File: src/rtl/lsu_pkg.sv
// Shared definitions for the load/store unit: RV32I width codes, FSM states
// and the funct3 legality rule for loads and stores.
package lsu_pkg;

    localparam logic [2:0] F3_B  = 3'b000;
    localparam logic [2:0] F3_H  = 3'b001;
    localparam logic [2:0] F3_W  = 3'b010;
    localparam logic [2:0] F3_BU = 3'b100;
    localparam logic [2:0] F3_HU = 3'b101;

    typedef enum logic [2:0] {
        IDLE,
        READ1,
        READ2,
        WRITE,
        DONE
    } lsu_state_e;

    function automatic logic is_legal(input logic we, input logic [2:0] funct3);
        logic ok;
        ok = 1'b0;
        case (funct3)
            F3_B, F3_H, F3_W: ok = 1'b1;
            F3_BU, F3_HU:     ok = !we;
            default:          ok = 1'b0;
        endcase
        return ok;
    endfunction

endpackage

File: src/rtl/lsu_align.sv
// Combinational data alignment: load extract/extend and sub-word store merge.
// The memory returns bytes starting at the access address, so only the low lanes matter.
module lsu_align
    import lsu_pkg::*;
(
    input  logic [2:0]  funct3_i,
    input  logic [31:0] rdata_i,
    input  logic [31:0] wdata_i,
    output logic [31:0] load_o,
    output logic [31:0] merge_o
);

    always_comb begin
        load_o = rdata_i;
        case (funct3_i)
            F3_B:    load_o = {{24{rdata_i[7]}}, rdata_i[7:0]};
            F3_H:    load_o = {{16{rdata_i[15]}}, rdata_i[15:0]};
            F3_BU:   load_o = {24'h0, rdata_i[7:0]};
            F3_HU:   load_o = {16'h0, rdata_i[15:0]};
            default: load_o = rdata_i;
        endcase
    end

    // Upper bytes keep their current memory contents for SB/SH.
    always_comb begin
        merge_o = wdata_i;
        case (funct3_i)
            F3_B:    merge_o = {rdata_i[31:8], wdata_i[7:0]};
            F3_H:    merge_o = {rdata_i[31:16], wdata_i[15:0]};
            default: merge_o = wdata_i;
        endcase
    end

endmodule

File: src/rtl/load_store_unit.sv
// RV32I memory-access stage: one request at a time, two-cycle level read strobe,
// single-cycle write strobe, read-modify-write for sub-word stores.
module load_store_unit
    import lsu_pkg::*;
#(
    parameter int ADDR_W    = 12,
    parameter bit ALIGN_CHK = 1'b0
) (
    input  logic        clk,
    input  logic        rst_n,
    input  logic        req_valid,
    output logic        req_ready,
    input  logic        req_we,
    input  logic [2:0]  req_funct3,
    input  logic [31:0] req_addr,
    input  logic [31:0] req_wdata,
    output logic        rsp_valid,
    input  logic        rsp_ready,
    output logic [31:0] rsp_rdata,
    output logic        rsp_err,
    output logic [31:0] mem_addr,
    output logic [31:0] mem_wdata,
    input  logic [31:0] mem_rdata,
    output logic        mem_r,
    output logic        mem_w
);

    localparam logic [ADDR_W-1:0] ADDR_MAX = ADDR_W'((2 ** ADDR_W) - 4);

    lsu_state_e  state_q, state_d;
    logic        err_q;
    logic        we_q;
    logic [2:0]  f3_q;
    logic [31:0] addr_q;
    logic [31:0] wdata_q;
    logic [31:0] rdata_q;

    logic        accept;
    logic        misalign;
    logic        req_err;
    logic [31:0] load_word;
    logic [31:0] merge_word;

    assign accept = (state_q == IDLE) && req_valid;

    always_comb begin
        misalign = 1'b0;
        if (ALIGN_CHK) begin
            case (req_funct3[1:0])
                2'b01:   misalign = req_addr[0];
                2'b10:   misalign = |req_addr[1:0];
                default: misalign = 1'b0;
            endcase
        end
    end

    assign req_err = !is_legal(req_we, req_funct3)
                   || (|req_addr[31:ADDR_W])
                   || (req_addr[ADDR_W-1:0] > ADDR_MAX)
                   || misalign;

    always_comb begin
        state_d = state_q;
        case (state_q)
            IDLE: begin
                if (req_valid) begin
                    if (req_err)
                        state_d = DONE;
                    else if (req_we && (req_funct3 == F3_W))
                        state_d = WRITE;
                    else
                        state_d = READ1;
                end
            end
            READ1:   state_d = READ2;
            READ2:   state_d = we_q ? WRITE : DONE;
            WRITE:   state_d = DONE;
            DONE:    if (rsp_ready) state_d = IDLE;
            default: state_d = IDLE;
        endcase
    end

    always_ff @(posedge clk) begin
        if (!rst_n) begin
            state_q <= IDLE;
            err_q   <= 1'b0;
        end else begin
            state_q <= state_d;
            if (accept)
                err_q <= req_err;
        end
    end

    // Request and read-word latches carry no reset; every output that shows them is gated by state.
    always_ff @(posedge clk) begin
        if (accept) begin
            we_q    <= req_we;
            f3_q    <= req_funct3;
            addr_q  <= req_addr;
            wdata_q <= req_wdata;
        end
        if (state_q == READ2)
            rdata_q <= mem_rdata;
    end

    lsu_align u_align (
        .funct3_i (f3_q),
        .rdata_i  (rdata_q),
        .wdata_i  (wdata_q),
        .load_o   (load_word),
        .merge_o  (merge_word)
    );

    assign req_ready = (state_q == IDLE);
    assign rsp_valid = (state_q == DONE);
    assign rsp_err   = rsp_valid && err_q;
    assign rsp_rdata = (rsp_valid && !err_q && !we_q) ? load_word : 32'h0;
    assign mem_r     = (state_q == READ1) || (state_q == READ2);
    assign mem_w     = (state_q == WRITE);
    assign mem_addr  = (state_q == IDLE) ? 32'h0 : addr_q;
    assign mem_wdata = mem_w ? merge_word : 32'h0;

endmodule
File: config.mk
export PLATFORM = sky130hd
export DESIGN_NAME = load_store_unit
export DESIGN_NICKNAME = d
export VERILOG_FILES = /design/src/rtl/lsu_pkg.sv /design/src/rtl/lsu_align.sv /design/src/rtl/load_store_unit.sv
export SDC_FILE = /design/constraint.sdc
export NUM_CORES = 1
export LEC_CHECK = 0
export CAP_MARGIN = 20
export CORE_MARGIN = 2
export CORE_UTILIZATION = 44
export DETAILED_ROUTE_END_ITERATION = 12
export GPL_TIMING_DRIVEN = 0
export HOLD_SLACK_MARGIN = 0.03
export PLACE_DENSITY = 0.85
export SYNTH_ARGS = -nofsm -noshare
export SYNTH_HDL_FRONTEND = slang
export SYNTH_SLANG_ARGS = --single-unit
File: constraint.sdc
create_clock -name clk -period 8.3 [get_ports clk]
set_input_delay 1.66 -clock clk [delete_from_list [all_inputs] [get_ports clk]]
set_output_delay 1.66 -clock clk [all_outputs]
set_load 0.03 [all_outputs]
==> metrics.md, run 1 <==
| Metric | Value |
|---|---|
| Max-slew violations | 0 |
| Critical path required time | 6.64 ns |
| FF-to-FF Start | state_q[1] |
| Post-CTS sizing | 0 |
| Synth-to-layout area growth | 54.2% |
| GRT Util Overall | 20.2% |
| Routed len/inst | 15.7 µm |
| Via-to-Cell Ratio | 4.80 |
| Worst IR Drop VDD | 0.000101 V |
| Outcome | finished clean |
| Clock slew at reported path FFs | 0.09 ns |
| Hold path start | err_q |
| Ys Warns | 0 |
| Sw Ratio | 23.7% |
| Setup TNS Final | 0 ns |
| Sequential fraction of the synthesis area | 70.8% |
| Clock Tree Buf Depth | 2 |
| Clock share of power | 25.1% |
| Switching pwr | 0.244 mW |
| Post-CTS Hold Fix Bufs | 0 |
| Core area | 9680 µm² |
| Synth Instances | 346 |
| Leakage Power | 2.38 nW |
| Clock net sink count | 104 |
| Starting Density | 45.0% |
| WL met3 | 788 µm |
| Ys async rst share | 0% |
| ANT nets after route | 0 |
| Vias in the first global route | 3400 |
| RSZ-0062 raised after global routing | no |
| Internal Pwr Total | 0.788 mW |
| First-pass GRT wire length | 17000 µm |
| Final Critical Period | 4.48 ns |
| Logic pwr share | 15.8% |
| Crit path DAT | 2.82 ns |
| H-Tree Depth | 3 |
| Sequential power share | 59.0% |
| Max transition margin | 36.5% |
| Chip width | 104 µm |
| CP max FO | 9 |
| Clock Latency Late Sink | 0.36 ns |
| DPL Wire Length | 8300 µm |
| Syn Nets | 450 |
| # setup viols final | 0 |
| CP startpoint kind | register |
| TritonCTS Buffers | 9 |
| Antenna violations before repair | 0 |
| Final Cycle Share | 54.0% |
| EDFF count, synth | 100 |
| Worst Tran Pin Value | 0.950 ns |
| Layout cells sized above 1 | 5.50% |
| IO Pins | 205 |
| Total power | 1.03 mW |
| Diodes inserted | 0 |
| Fin. Hold Viols | 0 |
| Die Area | 10700 µm² |
| First-pass detailed-route iteration total | 4 |
| Congestion Overflow GR | 0 |
| Die height | 104 µm |
| Port bufs | 204 |
| Met2 WL | 5610 µm |
| Seq cells post-synth | 104 |
| Max-cap violation count | 0 |
| Total length of routed wires | 10900 µm |
| Ys flop type | edfxtp_1 |
| Mean post-synth cell area | 12.6 µm² |
| Worst Hold Class | register to register |
| Final GP Congestion | 0.836 |
| PwrDens | 154 nW/µm² |
| Type of destination of the critical path | output pin |
| Final nets | 665 |
| Worst Skew | 0.0108 ns |
| Synth Cell Area | 4360 µm² |
| Hold path cells | 2 |
| Largest net degree at the start of global routing | 71 |
| Crit Path Category | register to output pin |
| Root Buffer | clkbuf_8 |
| CP Launch Point | f3_q[0] |
| Yosys cell types | 36 |
| Post-CTS Setup Repair Bufs | 0 |
| Vias | 3345 |
| Metal1 wirelength | 4210 µm |
| Drt first-iter violations | 146 |
| Max Used Layer | met4 |
| DR DRC count | 0 |
| CTS tree | done |
| Rows | 36 |
| FMAX | 223 MHz |
| R2r worst-path depth | 5 |
[per-stage QoR]
stage	instances	util [%]	hold WS (ns)	setup WS (ns)	area (µm²)
after floorplan	346	-	0.562	4.55	4360
after detailed placement	683	67.9	0.590	4.19	6580
final	697	69.4	0.612	3.82	6720
after CTS	697	69.4	0.609	3.80	6720
after global routing	697	69.4	0.650	3.62	6720
after global placement	683	67.8	0.604	3.41	6570
[worst max-delay path, cell delays in order, from the launching register on]
cell and delay [ns]:
edfxtp_1 0.42, or2_2 0.29, clkbuf_1 0.22, nor2_2 0.34, nand2_1 0.26, a21oi_1 0.24
clkdlybuf4s50_1 0.70
[state kept, by name, indices dropped and copies added (netlist names)]
register / cells
f3_q: 3
wdata_q: 32
addr_q: 32
we_q: 1
err_q: 1
rdata_q: 32
state_q: 3
[logic make-up (layout without fill, tap and decap cells)]
group | after synthesis | in the layout | share of synthesized area (%)
muxes | 2 | 2 | 0.460
buffers and inverters | 35 | 253 | 3.39
and+or+nand+nor | 146 | 146 | 17.2
AOI/OAI and AO/OA | 58 | 58 | 7.98
DFF | 104 | 104 | 70.8
xor gates and xnor gates | 1 | 1 | 0.201
[Yosys cell counts, types with 3 or more instances]
master,count,area (µm²)
a21oi_1,38,190
a21oi_2,10,87.6
and2_1,9,56.3
and3_1,10,62.6
clkbuf_1,13,48.8
dfxtp_1,4,80.1
edfxtp_1,100,3000
inv_1,18,67.6
nand2_1,63,236
nor2_1,7,26.3
nor2b_1,34,213
nor3_1,3,15.0
nor4_1,6,37.5
[placed cells by master (no fill, tap or decap), types with 2 or more instances in the layout]
master | Yosys | layout
clkbuf_8 | 0 | 9
and2b_1 | 2 | 2
dfxtp_1 | 4 | 4
edfxtp_1 | 100 | 100
buf_6 | 2 | 2
and2_1 | 9 | 8
a21oi_1 | 38 | 38
and3_1 | 10 | 10
clkdlybuf4s50_1 | 0 | 204
clkinv_1 | 0 | 3
nand4_1 | 2 | 2
inv_1 | 18 | 18
nand3_1 | 2 | 2
nor2_1 | 7 | 6
nor4_1 | 6 | 6
a21oi_2 | 10 | 10
o21ai_0 | 2 | 2
or2_2 | 2 | 2
nand2_1 | 63 | 63
nor3_1 | 3 | 3
clkbuf_1 | 13 | 15
mux2i_1 | 2 | 2
nor2b_1 | 34 | 34
or3_1 | 2 | 2
[worst paths after layout]
check / endpoint / slack, ns
setup reg to reg: err_q / 5.98
hold / removal: err_q / 0.61
hold reg to reg: err_q / 0.61
setup / recovery: rsp_rdata[14] / 3.82
[power groups by stage]
stage               Combinational (mW)  Clock [mW]  Sequential, mW
CTS                              0.165       0.266           0.610
global placement                 0.161           0           0.623
finish                           0.163       0.260           0.610
floorplan                       0.0719           0           0.621
global route                     0.174       0.285           0.612
detailed placement               0.164           0           0.622
[layout make-up]
cell class              count  area, µm²
inverters                  18       67.6
flip-flops and latches    104       3080
multi-input cells         207       1140
clock buffers              11        131
fillers                   729       2970
well taps                 133        166
plain buffers              17       80.1
clock inverters             3       11.3
repair buffers            204       2040
[per-layer routing]
metal  GRT usage [%]  up-vias
met2            36.6      147
met3            5.10       23
met1            22.2     1528
met5               0        -
li1                -     1647
met4            9.56        0
Power figures use the tool's default switching activity.
==> run 2, diff against run 1 <==
--- a/config.mk
+++ b/config.mk
@@ -7,11 +7,11 @@
 export LEC_CHECK = 0
 export CAP_MARGIN = 20
 export CORE_MARGIN = 2
-export CORE_UTILIZATION = 44
+export CORE_UTILIZATION = 37
 export DETAILED_ROUTE_END_ITERATION = 12
 export GPL_TIMING_DRIVEN = 0
 export HOLD_SLACK_MARGIN = 0.03
-export PLACE_DENSITY = 0.85
+export PLACE_DENSITY = 0.76
 export SYNTH_ARGS = -nofsm -noshare
 export SYNTH_HDL_FRONTEND = slang
 export SYNTH_SLANG_ARGS = --single-unit
==> constraint.sdc (replaced) <==
create_clock -name clk -period 3.63 [get_ports clk]
set_input_delay 0.726 -clock clk [delete_from_list [all_inputs] [get_ports clk]]
set_output_delay 0.726 -clock clk [all_outputs]
set_load 0.03 [all_outputs]
==> run 2 against run 1 <==
Effect of this change:
- non-clock buffer count down 1
- final area up 2.8%
- cell count up 1.6%
- critical path depth unchanged
- critical endpoint is now rsp_rdata[9]
- utilization down 9.1 points
- critical path type unchanged
- sequential power up 130%
- setup slack worse by 3.7 ns
- clock-buffer cell count up 4
- clock skew down 0.0037 ns
- total power rose to 2.7 times the previous value
- largest power group unchanged
- combinational power up 130%
==> metrics.md, run 2 (synthesized netlist as in run 1, its figures left out) <==
| Metric | Value |
|---|---|
| Die Area | 12700 µm² (+18%) |
| GRT Util Overall | 19.2% (-1.1 points) |
| Clock net sink count | 104 (unchanged) |
| Crit Path Category | register to output pin |
| Crit path DAT | 2.74 ns (-0.08 ns) |
| Drt first-iter violations | 155 (+6.2%) |
| Max-slew violations | 0 (unchanged) |
| Clock Latency Late Sink | 0.35 ns (about the same) |
| IO Pins | 205 (unchanged) |
| PwrDens | 399 nW/µm² (+160%) |
| Diodes inserted | 0 (unchanged) |
| Die height | 113 µm (+8.7%) |
| Final nets | 664 (-0.15%) |
| Core area | 11500 µm² (+18%) |
| Layout cells sized above 1 | 7.26% (+1.8 points) |
| Clock slew at reported path FFs | 0.07 ns (-0.02 ns) |
| Rows | 39 (+8.3%) |
| Largest net degree at the start of global routing | 71 (unchanged) |
| FF/Latch Area | 3080 µm² (unchanged) |
| Via-to-Cell Ratio | 4.84 (+0.77%) |
| GRT met2 Usage | 31.2% (-5.4 points) |
| FMAX | 289 MHz |
| Max transition margin | 36.8% (+0.35 points) |
| CP max FO | 9 (unchanged) |
| Layer with the highest usage | met2 |
| Final cell count without fillers | 708 (+1.6%) |
| Starting Density | 38.0% (-7.0 points) |
| Congestion Overflow GR | 0 (unchanged) |
| Final GP Congestion | 0.914 (+9.3%) |
| Leakage Power | 2.49 nW (+5.0%) |
| Largest registers | addr_q (32), rdata_q (32), wdata_q (32) |
| Final Critical Period | 3.47 ns |
| Pre-CTS WS | 0.372 ns (-3.82 ns) |
| Worst IR Drop VDD | 0.000287 V (+190%) |
| Port bufs | 204 (unchanged) |
| Max-cap violation count | 0 (unchanged) |
| Met1 Track Usage GR | 23.3% (+1.0 points) |
| CP startpoint kind | register |
| Clock Tree Buf Depth | 2 (unchanged) |
| # setup viols final | 0 (unchanged) |
| Worst Skew | 0.00710 ns (-0.00369 ns) |
| H-Tree Depth | 3 (unchanged) |
| Vias in the first global route | 3554 (+4.5%) |
| CTS tree | done |
| First-pass detailed-route iteration total | 5 (+1) |
| Fill cells | 951 (+30%) |
| Multi-input gate area | 1150 µm² (+0.88%) |
| Total power | 2.75 mW (+170%) |
| Worst Hold Class | register to register |
| Critical path required time | 2.90 ns (-3.74 ns) |
| First-pass GRT wire length | 18600 µm (+9.2%) |
| Final Cycle Share | 95.5% |
| Worst Tran Pin Value | 0.947 ns (-0.00300 ns) |
| DPL Wire Length | 8950 µm (+7.8%) |
| Outcome | finished clean |
| Commonest cells after routing, fill and taps aside | clkdlybuf4s50_1, edfxtp_1, nand2_1 |
| Vias | 3424 (+2.4%) |
| DR DRC count | 0 (unchanged) |
| Root Buffer | clkbuf_16 |
| Synth-to-layout area growth | 58.5% |
| TritonCTS Buffers | 9 (unchanged) |
| Setup TNS Final | 0 ns (unchanged) |
| Type of destination of the critical path | output pin |
| Placed Cells | 693 (+1.5%) |
| GRT met3 Usage | 7.29% (+2.2 points) |
| Final WS setup | 0.164 ns (-3.65 ns) |
| Most common cell after layout, fill and taps aside | clkdlybuf4s50_1 |
| Chip width | 113 µm (+8.7%) |
| Antenna violations before repair | 0 (unchanged) |
| Routed len/inst | 16.8 µm (+7.4%) |
| Fin. Hold Viols | 0 (unchanged) |
| ANT nets after route | 0 (unchanged) |
| Total length of routed wires | 11900 µm (+9.1%) |
| Post-CTS Setup Repair Bufs | 0 (unchanged) |
[run 2: changes by cell type in the layout (fill, tap and decap cells not counted), moves of 2 or more]
cell             change
clkinv_1             -3
dlymetal6s2s_1       +2
clkdlybuf4s50_1      -2
clkbuf_8             -4
clkbuf_16            +9
clkbuf_2             +2
clkbuf_1             -4
[run 2: timing repair]
item                                    CTS  global route
pin swaps                                 0             0
cloned                                    0             0
endpoints found under the setup margin    4            21
resized for setup                         1             8
hold buffers                              0             0
[run 2: layer usage]
metal	up-vias	part of all wire, %	wire length (µm)
met5	-	0	0
met4	0	1.8	209
met3	16	11	1280
met2	187	47	5650
met1	1570	40	4780
li1	1651	-	-
[run 2: report_power, final]
group	total (mW)	switching (mW)	internal, mW
sequential	1.40	0.0165	1.38
combinational	0.380	0.192	0.188
clock	0.977	0.417	0.560
[run 2: through the flow]
step	utilization [%]	instance area [µm²]	hold slack, ns
floorplan	-	4360	0.562
global placement	57.4	6580	0.597
detailed placement	57.4	6590	0.610
CTS	60.2	6900	0.618
global route	60.2	6910	0.690
finish	60.2	6910	0.607
[run 2: layout make-up]
cell class              instances  area share [%]
flip-flops and latches        104            44.6
well taps                     143            2.59
plain buffers                  16            1.14
clock buffers                  15            4.31
clock inverters                 1           0.109
multi-input cells             207            16.6
inverters                      18           0.978
repair buffers                204            29.6
[run 2: path summary, 6_finish.rpt]
path | from | to | slack (ns) | depth (start not counted)
min | err_q | err_q | 0.61 | 2
min reg2reg | err_q | err_q | 0.61 | 2
max | f3_q[1] | rsp_rdata[9] | 0.16 | 6
max reg2reg | state_q[1] | wdata_q[13] | 1.30 | 3
[run 2: worst max-delay path: stages, from the launching register on]
cell	delay, ns
edfxtp_1	0.42
or2_2	0.31
clkbuf_1	0.24
nor2_4	0.27
nand2_1	0.23
a21oi_1	0.21
clkdlybuf4s50_1	0.71
